File: src/rtl/sdt_mem_resp.sv
// SDT memory responder: a small word-addressed memory behind a rd/wr/ack
// handshake with programmable response latency. It also flags protocol
// misuse (sticky) and counts completed accesses.
module sdt_mem_resp #(
    parameter int ADDR_WIDTH = 8,
    parameter int DATA_WIDTH = 8,
    parameter int WAIT_WIDTH = 4
) (
    input  logic                  clk,
    input  logic                  rst,
    input  logic                  m_rd,
    input  logic                  m_wr,
    input  logic [ADDR_WIDTH-1:0] m_addr,
    input  logic [DATA_WIDTH-1:0] m_wr_data,
    output logic [DATA_WIDTH-1:0] m_rd_data,
    output logic                  m_ack,
    input  logic [WAIT_WIDTH-1:0] wait_cycles,
    input  logic                  err_clr,
    output logic                  busy,
    output logic                  proto_err,
    output logic [15:0]           access_cnt
);

    localparam int DEPTH = 1 << ADDR_WIDTH;
    localparam logic [WAIT_WIDTH-1:0] WAIT_ONE = {{(WAIT_WIDTH-1){1'b0}}, 1'b1};

    typedef enum logic [1:0] {
        IDLE = 2'd0,
        WAIT = 2'd1,
        ACK  = 2'd2
    } state_t;

    state_t                  state_reg, state_next;
    logic [WAIT_WIDTH-1:0]   wait_reg, wait_next;
    logic [ADDR_WIDTH-1:0]   addr_reg;
    logic [DATA_WIDTH-1:0]   data_reg;
    logic                    wr_reg;
    logic                    proto_err_reg;
    logic [15:0]             access_cnt_reg;
    logic                    capture;
    logic                    err_set;
    logic                    mem_we;

    // Register array rather than block RAM: reset must clear every word.
    logic [DATA_WIDTH-1:0]   mem [DEPTH];

    // Next-state logic: capture in IDLE, count down in WAIT, abort if the
    // initiator drops its request mid-wait, single-cycle ACK.
    always_comb begin
        state_next = state_reg;
        wait_next  = wait_reg;
        capture    = 1'b0;
        err_set    = 1'b0;
        case (state_reg)
            IDLE: begin
                if (m_rd || m_wr) begin
                    capture    = 1'b1;
                    wait_next  = wait_cycles;
                    err_set    = m_rd && m_wr;
                    state_next = (wait_cycles == '0) ? ACK : WAIT;
                end
            end
            WAIT: begin
                if (!(m_rd || m_wr)) begin
                    state_next = IDLE;
                    wait_next  = '0;
                    err_set    = 1'b1;
                end else begin
                    wait_next = wait_reg - WAIT_ONE;
                    if (wait_reg == WAIT_ONE) begin
                        state_next = ACK;
                    end
                end
            end
            ACK: begin
                state_next = IDLE;
                wait_next  = '0;
            end
            default: begin
                state_next = IDLE;
                wait_next  = '0;
            end
        endcase
    end

    // State, wait counter and captured request fields.
    always_ff @(posedge clk or posedge rst) begin
        if (rst) begin
            state_reg <= IDLE;
            wait_reg  <= '0;
            addr_reg  <= '0;
            data_reg  <= '0;
            wr_reg    <= 1'b0;
        end else begin
            state_reg <= state_next;
            wait_reg  <= wait_next;
            if (capture) begin
                addr_reg <= m_addr;
                data_reg <= m_wr_data;
                wr_reg   <= m_wr;
            end
        end
    end

    // Sticky protocol error; a coincident set beats err_clr.
    always_ff @(posedge clk or posedge rst) begin
        if (rst) begin
            proto_err_reg <= 1'b0;
        end else if (err_set) begin
            proto_err_reg <= 1'b1;
        end else if (err_clr) begin
            proto_err_reg <= 1'b0;
        end
    end

    // Saturating count of completed (acknowledged) accesses.
    always_ff @(posedge clk or posedge rst) begin
        if (rst) begin
            access_cnt_reg <= '0;
        end else if (state_reg == ACK && access_cnt_reg != 16'hFFFF) begin
            access_cnt_reg <= access_cnt_reg + 16'd1;
        end
    end

    // Writes commit on the edge that ends ACK, so aborted accesses never land.
    assign mem_we = (state_reg == ACK) && wr_reg;

    // Memory storage, cleared word by word on reset.
    always_ff @(posedge clk or posedge rst) begin
        if (rst) begin
            for (int i = 0; i < DEPTH; i++) begin
                mem[i] <= '0;
            end
        end else if (mem_we) begin
            mem[addr_reg] <= data_reg;
        end
    end

    assign m_ack      = (state_reg == ACK);
    assign m_rd_data  = (state_reg == ACK && !wr_reg) ? mem[addr_reg] : '0;
    assign busy       = (state_reg != IDLE);
    assign proto_err  = proto_err_reg;
    assign access_cnt = access_cnt_reg;

endmodule

File: config.mk
export PLATFORM = sky130hd
export DESIGN_NAME = sdt_mem_resp
export DESIGN_NICKNAME = d
export VERILOG_FILES = /design/src/rtl/sdt_mem_resp.sv
export SDC_FILE = /design/constraint.sdc
export NUM_CORES = 2
export LEC_CHECK = 0
export BUFFER_PORTS_ARGS = -buffer_cell sky130_fd_sc_hd__buf_2
export CORE_ASPECT_RATIO = 1.75
export CORE_UTILIZATION = 30
export CTS_CLUSTER_DIAMETER = 80
export CTS_CLUSTER_SIZE = 25
export DETAILED_ROUTE_END_ITERATION = 10
export GPL_TIMING_DRIVEN = 0
export HOLD_SLACK_MARGIN = 0.03
export PLACE_DENSITY = 0.54
export SYNTH_ARGS = -nofsm -noshare
export SYNTH_HDL_FRONTEND = slang
export SYNTH_SLANG_ARGS = --single-unit
File: constraint.sdc
create_clock -name clk -period 84.2 [get_ports clk]
set_input_delay 12.63 -clock clk [delete_from_list [all_inputs] [get_ports clk]]
set_output_delay 12.63 -clock clk [all_outputs]
set_load 0.005 [all_outputs]
# Yosys cells after proc, flatten, opt, wreduce, memory -nomap -nowiden
# Cells that the tools add are included.
# W data, S select, Z words.
dict set report word_totals {
  ff_bits 2088
  input_bits 25
  out_inout_bits 27
}
dict set report classes {
  add_sub_neg 2
  order_cmp 2
  eq_ne 6
  n_mux 22
  bitwise 1
  reduce_logical 12
}
# op n
set ops {}
lappend ops {{$bwmux W2048} 1}
lappend ops {{$bmux W8 S8} 1}
lappend ops {{$demux W8 S8} 1}
lappend ops {{$mux W8} 4}
lappend ops {{$add A16 B1 Y16 const B} 1}
lappend ops {{$ne A16 B16 Y1 const B} 1}
lappend ops {{$ge A9 B9 Y1 const B} 1}
lappend ops {{$lt A9 B1 Y1 const B} 1}
lappend ops {{$not A8 Y9} 1}
lappend ops {{$mux W2} 4}
lappend ops {{$mux W4} 2}
lappend ops {{$pmux W4 S2} 1}
lappend ops {{$mux W1} 6}
lappend ops {{$logic_and A1 B1 Y1} 5}
lappend ops {{$eq A4 B1 Y1 const B} 1}
lappend ops {{$logic_not A4 Y1} 1}
lappend ops {{$pmux W2 S2} 1}
lappend ops {{$reduce_bool A2 Y1} 2}
lappend ops {{$sub A4 B1 Y4 const B} 1}
lappend ops {{$ne A3 B3 Y1 const B} 1}
lappend ops {{$eq A2 B1 Y1 const B} 1}
lappend ops {{$eq A2 B2 Y1 const B} 1}
lappend ops {{$logic_not A2 Y1} 1}
lappend ops {{$ne A2 B2 Y1 const B} 1}
lappend ops {{4 further kinds} 4}

# Depth between registers and ports, before layout
dict set report depth {
  ltp_word 6
  depth_mapped 13
  ltp_nobuf 7
}

# Worst setup path after synthesis
# OpenSTA, ideal clock, no wires.
dict set report synth_path {
  kind {register -> output}
  from {register addr_reg[0]}
  to {output m_rd_data[2]}
  arrival_ns 2.312
  required_ns 71.570
  path_slack_ns 69.258
  stages_incl_launch_ff 10
  path_cell_list {dfrtp_1 > buf_6 > buf_6 > buf_4 > buf_2 > mux4_2 > a22oi_1 > nand3_1 > a2111oi_1 > a22oi_1}
}
dict set report synth_via {
  elab_chain_len 5
}
# element line
set synth_rtl {}
lappend synth_rtl {{from (decl)} 35} ;# logic [ADDR_WIDTH-1:0] addr_reg;
lappend synth_rtl {{from (signal assigned)} 98} ;# addr_reg <= m_addr;
lappend synth_rtl {{$not A8 Y9 (implied by the code)} 140} ;# assign m_rd_data = (state_reg == ACK && !wr_reg) ? mem[addr_reg] : '0;
lappend synth_rtl {{$bmux W8 S8} 140}
lappend synth_rtl {{$mux W8 (implied by the code) (2 in a row)} 140}
lappend synth_rtl {{$mux W8} 140}
lappend synth_rtl {{to (decl)} 15} ;# output logic [DATA_WIDTH-1:0] m_rd_data,
# No other way between the ends. The select of a mux whose other input is x is not followed.

# Final worst setup path
dict set report layout_path {
  from {register addr_reg[0]}
  to {output m_rd_data[4]}
}
# The elaborated chain is that of the path after synthesis.

==> impl_metrics.toml <==
[worst_setup_path]
critical_path_class = "flop to output pin"
critical-path-top-delay-family = "buffers and inverters"
path_cells = "buf_6 -> buf_6 -> and2_1 -> buf_2 -> buf_4 -> clkbuf_1 -> a22oi_1 -> a22oi_1 -> o2111ai_1 -> nand3_1 -> a22oi_1 -> buf_2"
cpMostUsedCell = "a22oi_1"
cp_slowest_stage_delay_ns = 1.22
startpoint_type = "flop"
cp.required_ns = 71.57
cpMaxStageDelayCell = "clkbuf_1"
critPathBufInv = 6
arrival_ns = 7.22
crit_fanout = 10
endpoint_kind = "output pin"

[clocking]
cts_tree = "yes"
cts_buffers = 101
postCtsHoldBufs = 0
htree_levels = 3
cts.sinks = 2088
clk_pin_slew_worst_paths_ns = 0.11
cts_root_buf = "clkbuf_16"
ctsResizeCount = 0
clk_path_buf_depth = 3
clkLatencyLatePin_ns = 0.84
cts_setup_buffers = 0

[timing]
fmax_ghz = 0.0504
drv_slew = 130
relSlewSlack_pct = -12.7
rsz0062_at_grt = "no"
fin_skew_ns = 0.0467
tns_ns = 0
layout_worst_path_cycle_share_pct = 23.6
hold_viol = 0
fin_crit_ns = 19.85
worst_pin_slew_ns = 1.68
finalSetupViolations = 0

[pwr]
p_clk_share_pct = 20.5
power_frac_seq_pct = 35.6
swShare_pct = 48.5
p_switching_mw = 1.42
p_per_area_mw_per_mm2 = 27.9
p_comb_share_pct = 43.9
internal-power_mw = 1.51
ir_worst_vdd_uv = 26.2
cellLeakagePower_nw = 49.9

[global_route]
grt_pass1_wl_um = 585000
grt_usage_pct = 27.1
grt_max_degree = 138
grt_pass1_vias = 63400
antenna_found_initial = 44
grt_overflow = 0

[synthesis]
synth-main-ff-cell = "dfrtp_1"
synth_most_common_cell = "mux2_2"
yosysTopAreaCell = "dfrtp_1"
async_flop_share_pct = 100
synthesis.area_mm2 = 0.0956
synth_top_area_share_pct = 54.7
syn_area_per_cell_um2 = 15.2
syn_inst = 6308
synth_edf_count = 0
synthTopCellsByCount = "mux2_2 (2097), dfrtp_1 (2088), mux4_2 (415)"
ys_seq_elements = 2088
ys_warn_count = 0
synth_cell_type_count = 74
syn_nets = 6336
synth_area_leaders = "dfrtp_1 (55%), mux2_2 (25%), mux4_2 (9.8%), mux2i_1 (2.3%), clkbuf_1 (1.2%)"
yosysSeqAreaShare_pct = 54.7

[route]
drt_wl_total_um = 439000
firstDrtPassIters = 6
final_antenna_net_count = 0
viasPerCell = 5.71
drc = 0
wl_per_cell_um = 41.1
first_iter_violations = 5496
vias = 60900

[layout]
drive_gt1_share_pct = 45.9
area.growth.synth_to_final_pct = 9.64
largest_register_ffs = 2048
design_area_mm2 = 0.105
nets = 6520

[placement]
gp_routability_congestion = 1.05
place_area_mm2 = 0.102
hpwl_um = 328000
io_buffer_count = 51

[outcome]
run_status = "finished with violations"
violations = "max-capacitance violations, max-slew violations"

[floorplan]
die-area_mm2 = 0.321
die_h_um = 749
die_x_um = 429
io_pins = 52
core_area_mm2 = 0.316
fp-row-count = 273
start_util_pct = 30.2

[hold_path]
hp-class = "flop to flop"

[flow_run]
cap_violations = 14
## path summary, 6_finish.rpt
kind	slack [ns]	start	to	cells after the start
max	64.35	addr_reg[0]$_DFFE_PP0P_	m_rd_data[4]	12
min	0.48	access_cnt[3]$_DFFE_PP0P_	access_cnt[3]$_DFFE_PP0P_	1
max reg2reg	78.75	addr_reg[3]$_DFFE_PP0P_	mem[970]$_DFFE_PP0P_	7
min reg2reg	0.48	access_cnt[3]$_DFFE_PP0P_	access_cnt[3]$_DFFE_PP0P_	1
max in group asynchronous	68.66	rst	mem[213]$_DFFE_PP0P_	7
min in group asynchronous	11.91	rst	wait_reg[2]$_DFFE_PP0P_	2
## power by group through the flow
stage	clock network (mW)	logic [mW]	registers [mW]
floorplan	0	0.509	1.06
global placement	0	1.21	1.07
detailed placement	0	1.23	1.06
CTS	0.608	1.23	1.04
global route	0.638	1.26	1.04
finish	0.601	1.29	1.04
## through the flow
stage / hold slack [ns] / power (mW) / utilization, % / std cells / setup WS [ns]
2_1_floorplan: 0.470 / 1.57 / - / 6308 / 12.59
3_3_place_gp: 0.473 / 2.28 / 31.9 / 10500 / -8.32
6_report: 0.483 / 2.93 / 33.1 / 10700 / 64.35
5_1_grt: 0.520 / 2.94 / 33.1 / 10700 / 64.66
3_5_place_dp: 0.479 / 2.29 / 32.2 / 10500 / 65.70
4_1_cts: 0.494 / 2.88 / 33.1 / 10600 / 64.81
## cells in the final DEF (no fill, tap or decap), drive strengths merged, types with 6 or more instances in the layout
cell	synthesis	layout
nor3	30	30
clkbuf	300	409
a32o	7	7
nand2	264	264
xnor2	11	11
clkinv	1	9
a31oi	14	14
inv	10	23
or3	8	8
a22oi	97	97
a21o	13	13
mux2i	220	220
a2111oi	8	8
buf	180	261
nand4	14	14
o21ai	29	29
mux2	2097	2097
nor2b	20	20
a21oi	63	63
and3	20	20
o31ai	10	10
nand2b	10	10
or4	7	7
dfrtp	2088	2088
diode	0	19
a221o	8	8
o2111ai	6	6
nor2	131	131
mux4	416	416
and2	6	6
o22ai	42	42
o221ai	21	21
o211ai	9	9
xor2	6	6
nand3	57	57
a221oi	13	13
a211oi	13	13
a22o	12	12
## layout make-up
type                            instances  area, um2
Clock inverter                         25        348
Timing Repair Buffer                   81        938
Clock buffer                          109       2640
Sequential cell                      2088      52300
Buffer                                480       2290
Inverter                               11       48.8
Antenna cell                           19       47.5
Tap cell                             4125       5160
Multi-Input combinational cell       3729      41100
Fill cell                           30900     212000
## metal layers
| layer | vias to the layer above | share of wire, % | GRT usage [%] |
|---|---|---|---|
| met5 | - | 0.023 | 0 |
| met4 | 14 | 13 | 28.0 |
| met3 | 1199 | 5.7 | 4.99 |
| met2 | 2591 | 49 | 45.7 |
| met1 | 33400 | 33 | 27.6 |
| li1 | 23800 | - | - |
## kinds of logic after synthesis
logic type      Yosys count  synth area share, %
mux                    2733                 36.8
flops                  2088                 54.7
simple gates            590                 3.03
buf+inv                 491                 2.41
compound gates          386                 2.88
xor+xnor                 17                0.156
fa+ha+maj                 3               0.0393
(Power assumes the default switching activity.)
